File: src/rtl/mult_test_sequencer_pkg.sv
// mult_test_pkg: state encoding and default sizing shared with the test control unit.
package mult_test_pkg;
    localparam int MTS_ADDR_WIDTH = 9;
    localparam int MTS_LATENCY    = 20;
    localparam int MTS_CNT_WIDTH  = 32;
    typedef enum logic [1:0] {
        IDLE  = 2'd0,
        ISSUE = 2'd1,
        DRAIN = 2'd2,
        DONE  = 2'd3
    } mts_state_e;
endpackage

File: src/rtl/mult_test_sequencer_if.sv
// mult_test_sequencer_if: control, operand-read and result-write signals of one test run.
interface mult_test_sequencer_if
    import mult_test_pkg::*;
#(
    parameter int ADDR_WIDTH = MTS_ADDR_WIDTH,
    parameter int CNT_WIDTH  = MTS_CNT_WIDTH
);
    logic                  start;
    logic                  abort;
    logic [ADDR_WIDTH-1:0] last_addr;
    logic                  rd_en;
    logic [ADDR_WIDTH-1:0] rd_addr;
    logic                  wr_en;
    logic [ADDR_WIDTH-1:0] wr_addr;
    logic                  busy;
    logic                  done;
    logic [CNT_WIDTH-1:0]  run_cycles;
    modport master (output start, abort, last_addr,
                    input  rd_en, rd_addr, wr_en, wr_addr, busy, done, run_cycles);
    modport slave  (input  start, abort, last_addr,
                    output rd_en, rd_addr, wr_en, wr_addr, busy, done, run_cycles);
endinterface

File: src/rtl/mult_test_sequencer_delay_line.sv
// mts_delay_line: resettable {valid,data} shift register; any_valid_o flags entries
// still queued behind the one currently at the output.
module mts_delay_line #(
    parameter int WIDTH = 9,
    parameter int DEPTH = 20
) (
    input  logic             clk,
    input  logic             rst_n,
    input  logic             in_valid_i,
    input  logic [WIDTH-1:0] in_data_i,
    output logic             out_valid_o,
    output logic [WIDTH-1:0] out_data_o,
    output logic             any_valid_o
);
    localparam logic [DEPTH-1:0] PEND_MASK = {DEPTH{1'b1}} >> 1;
    logic [DEPTH-1:0] v_q;
    logic [WIDTH-1:0] d_q [DEPTH];
    always_ff @(posedge clk or negedge rst_n) begin
        if (!rst_n) begin
            v_q <= '0;
            for (int i = 0; i < DEPTH; i++) d_q[i] <= '0;
        end else begin
            v_q[0] <= in_valid_i;
            d_q[0] <= in_data_i;
            for (int i = 1; i < DEPTH; i++) begin
                v_q[i] <= v_q[i-1];
                d_q[i] <= d_q[i-1];
            end
        end
    end
    assign out_valid_o = v_q[DEPTH-1];
    assign out_data_o  = d_q[DEPTH-1];
    assign any_valid_o = |(v_q & PEND_MASK);
endmodule

File: src/rtl/mult_test_sequencer.sv
// mult_test_sequencer: streams operand reads 0..last_addr and replays them LATENCY cycles
// later as result writes. Optional run-cycle counter enabled by MTS_CYCLE_COUNT_EN.
module mult_test_sequencer
    import mult_test_pkg::*;
#(
    parameter int ADDR_WIDTH = MTS_ADDR_WIDTH,
    parameter int LATENCY    = MTS_LATENCY,
    parameter int CNT_WIDTH  = MTS_CNT_WIDTH
) (
    input logic                  pll_clock,
    input logic                  resetn,
    mult_test_sequencer_if.slave bus
);
    mts_state_e            state_q, state_d;
    logic                  rd_en_q, rd_en_d;
    logic [ADDR_WIDTH-1:0] rd_addr_q, rd_addr_d;
    logic [ADDR_WIDTH-1:0] last_q, last_d;
    logic                  any_valid;
    logic                  accept;
    logic                  busy;
    assign accept = (state_q == IDLE || state_q == DONE) && bus.start;
    assign busy   = state_q == ISSUE || state_q == DRAIN;
    always_comb begin
        state_d   = state_q;
        rd_en_d   = 1'b0;
        rd_addr_d = rd_addr_q;
        last_d    = last_q;
        if (accept) begin
            state_d   = ISSUE;
            rd_en_d   = 1'b1;
            rd_addr_d = '0;
            last_d    = bus.last_addr;
        end else if (state_q == ISSUE) begin
            // Stop on the compare, never on a wrap, so a full sweep cannot reissue 0.
            if (bus.abort || rd_addr_q == last_q) begin
                state_d = DRAIN;
            end else begin
                rd_en_d   = 1'b1;
                rd_addr_d = rd_addr_q + 1'b1;
            end
        end else if (state_q == DRAIN && !any_valid) begin
            state_d = DONE;
        end
    end
    always_ff @(posedge pll_clock or negedge resetn) begin
        if (!resetn) begin
            state_q   <= IDLE;
            rd_en_q   <= 1'b0;
            rd_addr_q <= '0;
            last_q    <= '0;
        end else begin
            state_q   <= state_d;
            rd_en_q   <= rd_en_d;
            rd_addr_q <= rd_addr_d;
            last_q    <= last_d;
        end
    end
    mts_delay_line #(.WIDTH(ADDR_WIDTH), .DEPTH(LATENCY)) u_delay (
        .clk        (pll_clock),
        .rst_n      (resetn),
        .in_valid_i (rd_en_q),
        .in_data_i  (rd_addr_q),
        .out_valid_o(bus.wr_en),
        .out_data_o (bus.wr_addr),
        .any_valid_o(any_valid)
    );
    assign bus.rd_en   = rd_en_q;
    assign bus.rd_addr = rd_addr_q;
    assign bus.busy    = busy;
    assign bus.done    = state_q == DONE;
`ifdef MTS_CYCLE_COUNT_EN
    logic [CNT_WIDTH-1:0] cnt_q, cnt_d;
    assign cnt_d = accept ? '0 : (busy && !(&cnt_q)) ? cnt_q + 1'b1 : cnt_q;
    always_ff @(posedge pll_clock or negedge resetn) begin
        if (!resetn) cnt_q <= '0;
        else         cnt_q <= cnt_d;
    end
    assign bus.run_cycles = cnt_q;
`else
    assign bus.run_cycles = '0;
`endif
endmodule

File: src/flat_wrapper.sv
// flat-port wrapper written by rule: the top's interface ports become plain ports
module mult_test_sequencer_flat import mult_test_pkg::*;
#(
    parameter int ADDR_WIDTH = MTS_ADDR_WIDTH,
    parameter int LATENCY    = MTS_LATENCY,
    parameter int CNT_WIDTH  = MTS_CNT_WIDTH
)
  (pll_clock, resetn, bus_start, bus_abort, bus_last_addr, bus_rd_en, bus_rd_addr, bus_wr_en, bus_wr_addr, bus_busy, bus_done, bus_run_cycles);
  mult_test_sequencer_if #(.ADDR_WIDTH(ADDR_WIDTH), .CNT_WIDTH(CNT_WIDTH)) bus_i ();
  input logic pll_clock;
  input logic resetn;
  input wire logic [$bits(bus_i.start)-1:0] bus_start;
  input wire logic [$bits(bus_i.abort)-1:0] bus_abort;
  input wire logic [$bits(bus_i.last_addr)-1:0] bus_last_addr;
  output wire logic [$bits(bus_i.rd_en)-1:0] bus_rd_en;
  output wire logic [$bits(bus_i.rd_addr)-1:0] bus_rd_addr;
  output wire logic [$bits(bus_i.wr_en)-1:0] bus_wr_en;
  output wire logic [$bits(bus_i.wr_addr)-1:0] bus_wr_addr;
  output wire logic [$bits(bus_i.busy)-1:0] bus_busy;
  output wire logic [$bits(bus_i.done)-1:0] bus_done;
  output wire logic [$bits(bus_i.run_cycles)-1:0] bus_run_cycles;
  assign bus_i.start = bus_start;
  assign bus_i.abort = bus_abort;
  assign bus_i.last_addr = bus_last_addr;
  assign bus_rd_en = bus_i.rd_en;
  assign bus_rd_addr = bus_i.rd_addr;
  assign bus_wr_en = bus_i.wr_en;
  assign bus_wr_addr = bus_i.wr_addr;
  assign bus_busy = bus_i.busy;
  assign bus_done = bus_i.done;
  assign bus_run_cycles = bus_i.run_cycles;
  mult_test_sequencer #(.ADDR_WIDTH(ADDR_WIDTH), .LATENCY(LATENCY), .CNT_WIDTH(CNT_WIDTH)) u_core (.pll_clock(pll_clock), .resetn(resetn), .bus(bus_i));
endmodule
File: config.mk
export PLATFORM = sky130hd
export DESIGN_NAME = mult_test_sequencer_flat
export DESIGN_NICKNAME = d
export VERILOG_FILES = /design/src/rtl/mult_test_sequencer_pkg.sv /design/src/rtl/mult_test_sequencer_if.sv /design/src/rtl/mult_test_sequencer_delay_line.sv /design/src/rtl/mult_test_sequencer.sv /design/src/flat_wrapper.sv
export SDC_FILE = /design/constraint.sdc
export NUM_CORES = 1
export LEC_CHECK = 0
export CAP_MARGIN = 20
export CORE_AREA = 2 2 112 114
export CTS_CLUSTER_DIAMETER = 150
export DETAILED_ROUTE_END_ITERATION = 16
export DIE_AREA = 0 0 114 116
export GPL_ROUTABILITY_DRIVEN = 0
export GPL_TIMING_DRIVEN = 1
export PLACE_DENSITY = 0.85
export RECOVER_POWER = 100
export SYNTH_ARGS = -nofsm -noshare
export SYNTH_HDL_FRONTEND = slang
export SYNTH_SLANG_ARGS = --single-unit
export TNS_END_PERCENT = 30
File: constraint.sdc
create_clock -name pll_clock -period 2.1 [get_ports pll_clock]
set_input_delay 0.63 -clock pll_clock [delete_from_list [all_inputs] [get_ports pll_clock]]
set_output_delay 0.63 -clock pll_clock [all_outputs]
set_load 0.01 [all_outputs]
==> impl_metrics.tcl, run 1 <==
set metrics [dict create \
    outcome "finished, violations left" \
    violations "max-capacitance violations, max-slew violations" \
    drt-initial-drc-count 165 \
    finClkSkew_ns 0.00481 \
    placeableCoreArea_mm2 0.0119 \
    crit_family "buffers and inverters" \
    worst_pin_slew_ns 1.65 \
    power_frac_comb_pct 10.9 \
    synth_cell_type_count 33 \
    routed_wl_um 9350 \
    die_w_um 114 \
    fin_crit_ns 2.05 \
    period_share_pct 97.5 \
    grt_max_degree 74 \
    n_antenna_cell 0 \
    vias 2864 \
    cp-end-kind "output port" \
    cts_tree "built" \
    die_y_um 116 \
    grt_pass1_vias 3084 \
    avgViaCountPerCell 4.89 \
    syn_inst 369 \
    std_cell_rows 40 \
    max_stage_delay_ns 0.60 \
    regArea_mm2 0.00553 \
    cp_data_arrival_time_ns 1.42 \
    internal_power_mw 7.76 \
    grt-ovfl-total 0 \
    path_buf_inv 1 \
    start_util_pct 54.4 \
    antenna_left 0 \
    rsz0062_at_grt "false" \
    ys_ff_latch 221 \
    p_leak_nw 4.04 \
    netSwitchingPower_mw 2.48 \
    dp_hpwl_um 5370 \
    worstSetupStartpointType "flop" \
    slowest_stage "dlygate4sd3_1" \
    ys_warn_count 0 \
    power_frac_seq_pct 50.9 \
    relSlewSlack_pct -9.98 \
    final_common_cell "dfrtp_1" \
    setup_tns_ns 0 \
    root_buffer "clkbuf_16" \
    synthToLayoutAreaGrowth_pct 18.4 \
    syn-cell-area_mm2 0.00647 \
    clockBufferDepth 3 \
    final_nets 444 \
    dr.pass1.iters 4 \
    fillerInstances 836 \
    finalCoreUtilization_pct 64.3 \
    antenna_found_initial 0 \
    synth.yosys.seq_area_share_pct 85.4 \
    ctsHoldBuffers 0 \
    cts_buffers 21 \
    synth.avg_cell_area_um2 17.5 \
    cp_max_fo 1 \
    maxCapViolCount 1 \
    multi_input_area_um2 737 \
    hp-class "flop to flop" \
    clkLatencyLatePin_ns 0.47 \
    drc 0 \
    track_usage_pct 15.2 \
    layout_common_cells "dfrtp_1, nand2_1, conb_1" \
    io_pins 67 \
    peakVddDrop_mv 0.748 \
    portBuffers 34 \
    max_freq_ghz 0.488 \
    drive_above_1_share_pct 13.2 \
    wl_per_cell_um 16.0 \
    cts.sinks 221 \
    finalPower_mw 10.2 \
    path_cells "dlygate4sd3_1" \
    setup_viol 0 \
    cts_max_level 1 \
    power_density_mw_per_mm2 1340 \
    switching_share_pct 24.2 \
    clkPwrFrac_pct 38.2 \
    path_class "flop to output port" \
    holdWs_ns 0.346 \
    die-area_mm2 0.0132 \
    cp.required_ns 1.47 \
    slew_viol_final 70 \
    grt_pass1_wl_um 15800 \
    cts.clk_slew.worst_paths_ns 0.06 \
    finalHoldViolCount 0 \
]
==> per-stage QoR <==
step,instance area [µm²],std cells,setup WS [ns]
after floorplan,6590,400,0.368
after global placement,6920,547,0.0152
after detailed placement,6920,547,-0.106
after CTS,7680,585,-0.0528
after global routing,7660,586,0.0125
final,7660,586,0.0517
==> layout make-up <==
cell class | instances | area share (%)
timing repair buffer | 48 | 6.04
clock inverter | 11 | 2.11
clock buffer | 25 | 7.44
tap | 147 | 2.40
sequential | 221 | 72.2
multi-input combinational | 130 | 9.62
inverter | 4 | 0.196
==> Yosys cell counts (all sizes together) <==
cell    number  area, µm²
nand4        1       6.26
mux2i        2       20.0
buf         42        319
or3          1       6.26
a21oi        4       20.0
a31oi        3       18.8
o21ai        3       15.0
conb         1       3.75
a31o         3       26.3
nand2       37        139
xor2        10       87.6
nand3b       1       7.51
and3         2       12.5
clkbuf       3       11.3
a311oi       1       15.0
or4          1       7.51
inv          4       15.0
nand2b       2       12.5
nor3         1       5.00
and2         2       12.5
a41o         2       21.3
ha           5       62.6
nor4b        1       8.76
nand3        2       10.0
nor2         7       26.3
nor4         5       37.5
o211ai       1       7.51
a311o        1       10.0
dfrtp      221       5530
==> layer usage <==
metal	vias up	GRT usage [%]	wire (µm)
li1	1226	-	-
met1	1501	19.8	3690
met2	111	26.8	4970
met3	26	2.62	468
met4	0	4.47	219
met5	-	0	0
==> final timing paths <==
kind	start	endpoint	slack [ns]	cells past startpoint
worst min-delay path	u_core.u_delay.d_q[9]$_DFF_PN0_	u_core.u_delay.out_data_o[0]$_DFF_PN0_	0.35	0
min in group asynchronous	resetn	u_core.u_delay.d_q[21]$_DFF_PN0_	0.59	1
worst min register to register	u_core.u_delay.d_q[9]$_DFF_PN0_	u_core.u_delay.out_data_o[0]$_DFF_PN0_	0.35	0
worst max register to register	u_core.state_q[1]$_DFFE_PN0P_	u_core.bus.rd_addr[7]$_DFFE_PN0P_	0.10	7
max in group asynchronous	resetn	u_core.u_delay.d_q[138]$_DFF_PN0_	0.40	2
worst max-delay path	u_core.u_delay.out_data_o[0]$_DFF_PN0_	bus_wr_addr[0]	0.05	1
==> power by group through the flow <==
stage | logic [mW] | clock network [mW] | registers, mW
final | 1.12 | 3.91 | 5.21
after global routing | 1.24 | 4.20 | 5.28
after CTS | 1.10 | 4.02 | 5.23
after detailed placement | 1.05 | 0 | 5.28
after global placement | 0.986 | 0 | 5.23
after floorplan | 0.629 | 0 | 5.18
==> sequential cells by signal, summed over array words and instances (netlist names) <==
| signal | flops |
|---|---|
| u_core.u_delay.out_data_o | 9 |
| u_core.bus.rd_en | 1 |
| u_core.bus.rd_addr | 9 |
| u_core.last_q | 9 |
| u_core.state_q | 2 |
| u_core.u_delay.v_q | 20 |
| u_core.u_delay.d_q | 171 |
==> timing repair <==
| action | 4_1_cts | 5_1_grt |
|---|---|---|
| endpoints found under the setup margin | 11 | 7 |
| buffers inserted | 2 | 1 |
| pin swaps | 0 | 0 |
| gates resized for setup | 18 | 9 |
==> worst reg2reg max path, delay by kind of cell, from the launching register on <==
family	cells	cell delay, ns
compound gates	3	0.86
fa+ha+maj	1	0.23
buf+inv	2	0.24
flops	1	0.42
simple gates	1	0.15
==> logic make-up after synthesis <==
logic type      count (synthesis)  share of synthesized area (%)
fa+ha+maj                       5                          0.966
mux                             2                          0.309
xor+xnor                       10                           1.35
other cells                     1                         0.0579
compound gates                 18                           2.07
simple gates                   63                           4.50
buf+inv                        49                           5.33
flops                         221                           85.4
Note: power is estimated with default switching activity, not from simulation.
==> run 2, diff against run 1 <==
Settings changed: SLEW_MARGIN from default to 20.
==> results of run 2 <==
No change in the layout: final DEF, timing and power equal those of run 1.
==> run 3, diff against run 2 <==
Settings changed: CTS_CLUSTER_SIZE from default to 10.
==> run 3 against run 2 <==
  * First-iteration DRC count increased by 30%
  * Clock skew increased by 0.0036 ns
  * Global-route usage increased by 0.83 points
  * Register-to-register slack got worse by 0.03 ns
  * Utilization decreased by 0.48 points
  * Sequential share of layout area increased by 0.58 points
  * The flow still finishes with violations (max-capacitance violations, max-slew violations)
  * Sequential cell count unchanged
  * Clock power decreased by 5%
  * Critical endpoint is now u_core.bus.rd_addr[0]$_DFFE_PN0P_
  * Via count increased by 0.28%
  * Setup slack improved by 0.014 ns
==> impl_metrics.tcl, run 3 (synthesis results as in run 1) <==
set metrics [dict create \
    slew_viol_final 70 \
    drc 0 \
    setup_tns_ns 0 \
    die_y_um 116 \
    regMostFlops "u_core.u_delay.d_q" \
    outcome "finished, violations left" \
    die_w_um 114 \
    cts_tree "built" \
    largest_reg_flops 171 \
    setup_slack_ns 0.0660 \
    std_cell_rows 40 \
    die-area_mm2 0.0132 \
    reg2reg_depth 6 \
    finalHoldViolCount 0 \
    power_density_mw_per_mm2 1320 \
    drt-initial-drc-count 214 \
    max_freq_ghz 0.492 \
    p_leak_nw 4.01 \
    cp_data_arrival_time_ns 2.41 \
    cp-end-kind "flop" \
    period_share_pct 96.9 \
    relSlewSlack_pct -10.7 \
    cts_max_level 1 \
    clkLatencyLatePin_ns 0.49 \
    start_util_pct 54.4 \
    drive_above_1_share_pct 12.3 \
    cp_max_fo 6 \
    pre_cts_ws_ns -0.106 \
    clockBufferDepth 3 \
    synthToLayoutAreaGrowth_pct 17.5 \
    portBuffers 34 \
    top_regs "u_core.u_delay.d_q x171, u_core.u_delay.v_q x20" \
    grt_max_degree 74 \
    worst_pin_slew_ns 1.66 \
    grt-ovfl-total 0 \
    io_pins 67 \
    track_usage_pct 16.1 \
    avgViaCountPerCell 4.96 \
    dp_hpwl_um 5370 \
    path_class "flop to flop" \
    setup_viol 0 \
    whs_path_depth 0 \
    peakVddDrop_mv 0.806 \
    layout_common_cells "dfrtp_1, nand2_1, conb_1" \
    routed_wl_um 9710 \
    hp-class "flop to flop" \
    maxCapViolCount 1 \
    cp.required_ns 2.48 \
    placeableCoreArea_mm2 0.0119 \
    final_nets 449 \
    dr.pass1.iters 4 \
    cts_buffers 26 \
    worstSetupStartpointType "flop" \
    final_common_cell "dfrtp_1" \
    n_antenna_cell 0 \
    antenna_left 0 \
    grt_pass1_wl_um 16500 \
    root_buffer "clkbuf_16" \
    cts.clk_slew.worst_paths_ns 0.05 \
    cts.sinks 221 \
    fin_crit_ns 2.03 \
    wl_per_cell_um 16.8 \
    finClkSkew_ns 0.00840 \
    grt_pass1_vias 3254 \
    violations "max-capacitance violations, max-slew violations" \
    antenna_found_initial 0 \
    vias 2872 \
]
run 3: changes by cell type in the layout (fill, tap and decap cells not counted), sizes merged:
| cell | change |
|---|---|
| clkdlybuf4s50 | +4 |
| clkinvlp | -1 |
| clkinv | -6 |
| buf | -2 |
| clkdlybuf4s25 | -3 |
| dlygate4sd2 | +2 |
| clkbuf | +5 |
| bufinv | -4 |
| dlygate4sd3 | -3 |
| inv | +1 |
run 3: worst max-delay path: stages (launching register included):
cell	delay, ns
dfrtp_2	0.45
xor2_1	0.19
nor4_2	0.51
a31o_1	0.35
buf_4	0.19
xor2_1	0.17
nor2_1	0.05
run 3: worst paths after layout:
kind | start | end | slack [ns]
max | u_core.bus.rd_addr[7]$_DFFE_PN0P_ | u_core.bus.rd_addr[0]$_DFFE_PN0P_ | 0.07
min | u_core.u_delay.d_q[9]$_DFF_PN0_ | u_core.u_delay.out_data_o[0]$_DFF_PN0_ | 0.34
max reg2reg | u_core.bus.rd_addr[7]$_DFFE_PN0P_ | u_core.bus.rd_addr[0]$_DFFE_PN0P_ | 0.07
min reg2reg | u_core.u_delay.d_q[9]$_DFF_PN0_ | u_core.u_delay.out_data_o[0]$_DFF_PN0_ | 0.34
max in group asynchronous | resetn | u_core.u_delay.d_q[138]$_DFF_PN0_ | 0.40
min in group asynchronous | resetn | u_core.u_delay.d_q[36]$_DFF_PN0_ | 0.57
run 3: power breakdown:
group          switching, mW  internal (mW)
Sequential             0.329           4.90
Clock                   1.47           2.25
Combinational          0.647          0.426
Total                   2.44           7.57
run 3: area by class of cell:
type | count | area [µm²]
sequential | 221 | 5540
fill | 851 | 4310
multi-input combinational | 130 | 728
clock buffer | 28 | 679
timing repair buffer | 48 | 455
tap | 147 | 184
inverter | 4 | 15.0
clock inverter | 1 | 8.76
run 3: through the flow:
stage	std cells	total power [mW]	hold WS (ns)	instance area [µm²]	utilization [%]
6_report	579	10.0	0.345	7610	63.9
5_1_grt	579	10.5	0.349	7610	63.9
4_1_cts	578	10.1	0.125	7640	64.1
3_5_place_dp	547	6.33	0.335	6920	58.1
3_3_place_gp	547	6.21	0.331	6920	58.1
2_1_floorplan	400	5.81	0.331	6590	-
run 3: per-layer routing:
layer,wire (µm),vias to the layer above,GRT usage (%)
met1,3840,1528,20.4
li1,-,1223,-
met4,279,0,5.45
met2,5210,96,28.2
met5,0,-,0
met3,377,25,3.03
run 3: timing repair:
| item | CTS | global route |
|---|---|---|
| hold buffers | 0 | 0 |
| gates resized for setup | 20 | 5 |
| endpoints found under the setup margin | 11 | 2 |
| buffers inserted | 2 | 1 |
